File: config.mk
export PLATFORM = sky130hd
export DESIGN_NAME = accum_reg
export DESIGN_NICKNAME = d
export VERILOG_FILES = /design/src/rtl/accum_reg.sv
export SDC_FILE = /design/constraint.sdc
export NUM_CORES = 1
export LEC_CHECK = 0
export ABC_AREA = 1
export CORE_AREA = 5 5 42 44
export CTS_CLUSTER_DIAMETER = 200
export DETAILED_ROUTE_END_ITERATION = 16
export DIE_AREA = 0 0 47 49
export PLACE_DENSITY = 0.61
export SYNTH_ARGS = -nofsm -noshare
export SYNTH_HDL_FRONTEND = slang
export SYNTH_SLANG_ARGS = --single-unit
File: constraint.sdc
create_clock -name clk -period 2.35 [get_ports clk]
set_input_delay 0.3525 -clock clk [delete_from_list [all_inputs] [get_ports clk]]
set_output_delay 0.3525 -clock clk [all_outputs]
set_load 0.005 [all_outputs]
File: src/rtl/accum_reg.sv
// rtl/accum_reg.sv - WIDTH-bit accumulator: hold/add/load/clear, carry-lookahead adder, sticky overflow
// State updates on the falling clock edge; reset is asynchronous and active-low.
module accum_reg #(
  parameter int WIDTH    = 3,
  parameter bit SATURATE = 1'b0
) (
  input  logic             clk,
  input  logic             reset_n,
  input  logic [1:0]       mode,
  input  logic [WIDTH-1:0] din,
  input  logic             c_in,
  output logic [WIDTH-1:0] acc,
  output logic             c_out,
  output logic             ovf,
  output logic             zero
);

  typedef enum logic [1:0] {
    MODE_HOLD  = 2'b00,
    MODE_ADD   = 2'b01,
    MODE_LOAD  = 2'b10,
    MODE_CLEAR = 2'b11
  } mode_e;

  mode_e mode_dec;
  assign mode_dec = mode_e'(mode);

  logic [WIDTH-1:0] acc_q, acc_d;
  logic             c_out_q, c_out_d;
  logic             ovf_q, ovf_d;

  logic [WIDTH-1:0] gen, prop, sum_lo;
  logic [WIDTH:0]   carry;
  logic             sum_hi;
  logic             cl_acc, cl_prod;

  // Each carry is expanded as g[i] | p[i]g[i-1] | ... | p[i..0]c_in, so no carry ripples.
  always_comb begin
    gen      = acc_q & din;
    prop     = acc_q ^ din;
    carry    = '0;
    carry[0] = c_in;
    cl_acc   = 1'b0;
    cl_prod  = 1'b0;
    for (int i = 0; i < WIDTH; i++) begin
      cl_acc  = gen[i];
      cl_prod = prop[i];
      for (int j = i - 1; j >= 0; j--) begin
        cl_acc  = cl_acc | (cl_prod & gen[j]);
        cl_prod = cl_prod & prop[j];
      end
      carry[i+1] = cl_acc | (cl_prod & c_in);
    end
    sum_lo = prop ^ carry[WIDTH-1:0];
    sum_hi = carry[WIDTH];
  end

  always_comb begin
    acc_d   = acc_q;
    c_out_d = c_out_q;
    ovf_d   = ovf_q;
    case (mode_dec)
      MODE_ADD: begin
        if (SATURATE && sum_hi) begin
          acc_d = {WIDTH{1'b1}};
        end else begin
          acc_d = sum_lo;
        end
        c_out_d = sum_hi;
        ovf_d   = ovf_q | sum_hi;
      end
      MODE_LOAD: begin
        acc_d   = din;
        c_out_d = 1'b0;
      end
      MODE_CLEAR: begin
        acc_d   = '0;
        c_out_d = 1'b0;
        ovf_d   = 1'b0;
      end
      default: begin
        acc_d   = acc_q;
        c_out_d = c_out_q;
        ovf_d   = ovf_q;
      end
    endcase
  end

  always_ff @(negedge clk or negedge reset_n) begin
    if (!reset_n) begin
      acc_q   <= '0;
      c_out_q <= 1'b0;
      ovf_q   <= 1'b0;
    end else begin
      acc_q   <= acc_d;
      c_out_q <= c_out_d;
      ovf_q   <= ovf_d;
    end
  end

  assign acc   = acc_q;
  assign c_out = c_out_q;
  assign ovf   = ovf_q;
  assign zero  = (acc_q == '0);

endmodule

==> flow_results.org <==
** Clock tree
- Clock tree synthesis selected as its root buffer the cell sky130_fd_sc_hd__clkbuf_4.
- Sinks on the clock net :: 5
- At the later pin of the worst-skew pair, clock insertion delay measures 250 ps.
- After clock tree synthesis, the clock-pin slew on the worst setup and hold paths is 30 ps.
- CTS H-Tree Depth :: 1
- Number of CTS-inserted buffers :: 3
- The clock passes through at most 2 buffers.
- TritonCTS built the clock tree.
- Total of hold buffers inserted after clock tree synthesis :: 0

** Worst setup path
- Start-to-end type of the worst setup path :: reg2out
- The critical path goes through nor3_1 -> buf_2.
- STA classifies the critical path endpoint as an output port.
- Of all nets on the critical path, the largest fanout is 2.
- The worst register-to-register path begins at acc[0]$_DFFE_NN0P_.
- On the worst path, the slowest cell contributes a delay of 350 ps.
- Buffers & Inverters on Critical Path :: 1
- Launching element type of the critical path :: flop
- Req. time, crit path :: 2000 ps
- In this run the register-to-register setup slack is 930 ps.
- The worst register-to-register path ends at acc[0]$_DFFE_NN0P_.
- The cell family contributing the most delay on the critical path is flip-flops.
- For this design, the slowest cell found on the critical path is sky130_fd_sc_hd__dfrtn_1.
- For the worst setup path, the data arrival time is 2080 ps.
- Worst reg2reg path depth :: 4

** Power
- IR analysis of the VDD net gives a maximum drop of 0.000363 V.
- Power density over cell area :: 586 nW/µm²
- Static power due to leakage :: 0.356 nW

** Yosys
- Sequential area share after synthesis :: 0.326
- FFs w/ async S/R, synth :: 1.00
- The synthesized design contains 5 register bits.
- Most instantiated cells after synthesis :: 15 x sky130_fd_sc_hd__nand2_1, 9 x sky130_fd_sc_hd__nand3_1, 7 x sky130_fd_sc_hd__inv_1
- Mapped cell area :: 384 µm²
- By area, the combinational part of the netlist is dominated by simple AND/OR/NAND/NOR gates.
- After synthesis, the share of cell area in mux cells is 0.
- When the netlist entered floorplanning its net count stood at 64.
- Count of flip-flops with a built-in enable after synthesis :: 0
- Largest cells by area after synthesis :: sky130_fd_sc_hd__dfrtn_1 33%, sky130_fd_sc_hd__nand2_1 15%, sky130_fd_sc_hd__nand3_1 12%
- Cell type contributing the most total cell area after synthesis :: sky130_fd_sc_hd__dfrtn_1
- Fraction of synthesized cell area taken by the top area cell type :: 0.326
- Main flop type after synthesis :: sky130_fd_sc_hd__dfrtn_1
- Mean area per synthesized cell :: 7.39 µm²
- Post-synthesis adder-cell area fraction :: 0.150
- Area share of xor/xnor cells in the synthesized design :: 0.0228
- The compound-cell area share of the yosys netlist came to 0.0782.
- Among all cell types in the netlist, the one instantiated most often is sky130_fd_sc_hd__nand2_1.
- Synthesis Warnings :: 0
- Counting every instance in the synthesized netlist gives 52.
- Distinct cell type count of the synthesized netlist :: 15
- Of the total synthesized cell area, the portion taken by AND, OR, NAND and NOR gates is 0.336.

** Global routing
- The first global-routing pass estimated 1.83 mm of wire.
- Routing layer with the top usage in global route :: met2
- Via count of the first global-routing pass :: 430
- For met1 alone, demand over resource in global routing was 0.136.
- Grt met2 use :: 0.172
- Overall global routing resource usage :: 0.110
- Entering global routing, the biggest net connects 7 pins.
- Remaining Overflow, GRT :: 0
- Met3 track utilization from global routing :: 0.0332
- Number of antenna violations at the first check in global routing :: 0

** Timing
- Setup Skew :: 2.03 ps
- Number of pins with negative max-slew slack in the final report :: 0
- Setup slack on the critical path of the routed design comes to -83.3 ps.
- RSZ-0062 raised after global routing :: true
- Hold Vio Cnt, Final :: 0
- Final sum of negative setup slack :: -172 ps
- Headroom to the max-slew limit :: 0.834
- Setup violations remaining at the end of the flow were counted as 4.
- At the pin with the least slew margin, the transition time is 249 ps.

** Route
- The first routing iteration left 7 violations.
- Routed WL :: 1.10 mm
- Total iterations of the first detailed-routing run :: 2
- After detailed routing, the number of remaining DRC violations is 0.
- In the final routed layout, each cell accounts on average for 11.5 µm.
- Detailed routing inserted a total of 434 vias.
- In this run the remaining antenna-violating nets after routing total 0.
- Dividing the detail-routed via count by the number of cells gives 4.57.

** Worst hold path
- Beginning of the worst hold path :: ovf$_DFFE_NN0P_
- Min-Delay Path Class :: reg2reg
- Worst hold stages :: 2
- The worst hold path terminates at ovf$_DFFE_NN0P_.

** Placement
- The HPWL after detailed placement is 797 µm.
- Buffers placed on the I/O ports in this run total 13.
- Worst setup timing slack at the placement stage :: -551 ps
- RD Place Congestion :: 0.738

** Floorplan
- After floorplanning, the core was divided into 14 placement rows.
- From bottom edge to top edge, the die measures 49 µm.
- Number of top-level design ports :: 14
- For this configuration, the core starts out at a cell density of 0.274.
- Width of the die :: 47 µm
- The die covers 2300 µm².
- In this run the standard cell core region covers 1400 µm².

** Layout
- After the last flow step, the layout net total stands at 92.
- Share of final-layout standard cells stronger than drive strength 1 :: 0.392
- Area overhead of the layout relative to synthesis :: 75.9%
- Inserted Diodes :: 0

** Outcome
- The checks that failed: setup timing.
- Outcome :: finished, violations left

** Job
- Across the run, the number of max-cap violations was 0.
[cells by family after synthesis]
family	Yosys count
and+or+nand+nor	29
buffers and inverters	9
DFF	5
AOI/OAI and AO/OA	4
adders and majority gates	4
xor gates and xnor gates	1
[worst max-delay path by stage]
stage,startpoint,to,cells past startpoint
2_1_floorplan,din[0],acc[0]$_DFFE_NN0P_,3
3_3_place_gp,din[0],acc[1]$_DFFE_NN0P_,5
3_5_place_dp,din[0],acc[1]$_DFFE_NN0P_,5
4_1_cts,acc[0]$_DFFE_NN0P_,acc[0],2
5_1_grt,acc[1]$_DFFE_NN0P_,zero,2
6_report,acc[1]$_DFFE_NN0P_,zero,2
[per-stage QoR]
step,hold WS (ps),power [mW],utilization,std cells,cell area [µm²]
5_1_grt,461,0.427,0.482,95,676
3_5_place_dp,440,0.268,0.413,87,579
6_report,428,0.396,0.482,95,676
2_1_floorplan,431,0.184,-,52,384
3_3_place_gp,448,0.267,0.413,87,579
4_1_cts,436,0.392,0.472,95,662
[state kept, by name, indices dropped and copies added (netlist names)]
register / cells
acc: 3
c_out: 1
ovf: 1
[per-layer routing]
metal  wire length [µm]  vias up
li1                   -      227
met1                474      200
met2                577        7
met3                 44        0
met4                  0        0
met5                  0        -
[report_power, final]
group	switching, mW	internal, mW
logic	0.0842	0.103
clock network	0.0333	0.0641
registers	0.00899	0.102
[cell usage in the layout (no fill, tap or decap)]
cell type,count
sky130_fd_sc_hd__o211ai_2,1
sky130_fd_sc_hd__nand2_1,15
sky130_fd_sc_hd__inv_2,3
sky130_fd_sc_hd__ha_4,3
sky130_fd_sc_hd__nand4_1,1
sky130_fd_sc_hd__nor2_2,2
sky130_fd_sc_hd__clkdlybuf4s15_1,2
sky130_fd_sc_hd__buf_4,7
sky130_fd_sc_hd__dfrtn_1,5
sky130_fd_sc_hd__buf_6,5
sky130_fd_sc_hd__inv_1,6
sky130_fd_sc_hd__dlygate4sd2_1,3
sky130_fd_sc_hd__xor2_1,1
sky130_fd_sc_hd__a21oi_2,2
sky130_fd_sc_hd__clkbuf_1,1
sky130_fd_sc_hd__dlymetal6s2s_1,1
sky130_fd_sc_hd__nor2_1,1
sky130_fd_sc_hd__buf_2,4
sky130_fd_sc_hd__o21bai_1,1
sky130_fd_sc_hd__clkbuf_4,3
sky130_fd_sc_hd__nor3_1,1
sky130_fd_sc_hd__fa_2,1
sky130_fd_sc_hd__nand3_1,9
sky130_fd_sc_hd__clkdlybuf4s50_1,1
[timing repair]
item | CTS | global route
resized for setup | 31 | 13
setup buffers | 4 | 1
pin swaps | 3 | 4
endpoints found under the setup margin | 11 | 9
[tightest hold or removal path, cell delays in order, from the launching register on]
cell and delay (ps):
sky130_fd_sc_hd__dfrtn_1 390, sky130_fd_sc_hd__nand2_1 50, sky130_fd_sc_hd__nand2_1 60
[area by class of cell]
| class | instances | area (µm²) |
|---|---|---|
| clock buffer | 4 | 26.3 |
| fill | 148 | 726 |
| inverter | 9 | 33.8 |
| multi-input combinational | 38 | 273 |
| sequential | 5 | 125 |
| tap | 16 | 20.0 |
| timing repair buffer | 23 | 198 |
Power figures use the tool's default switching activity.
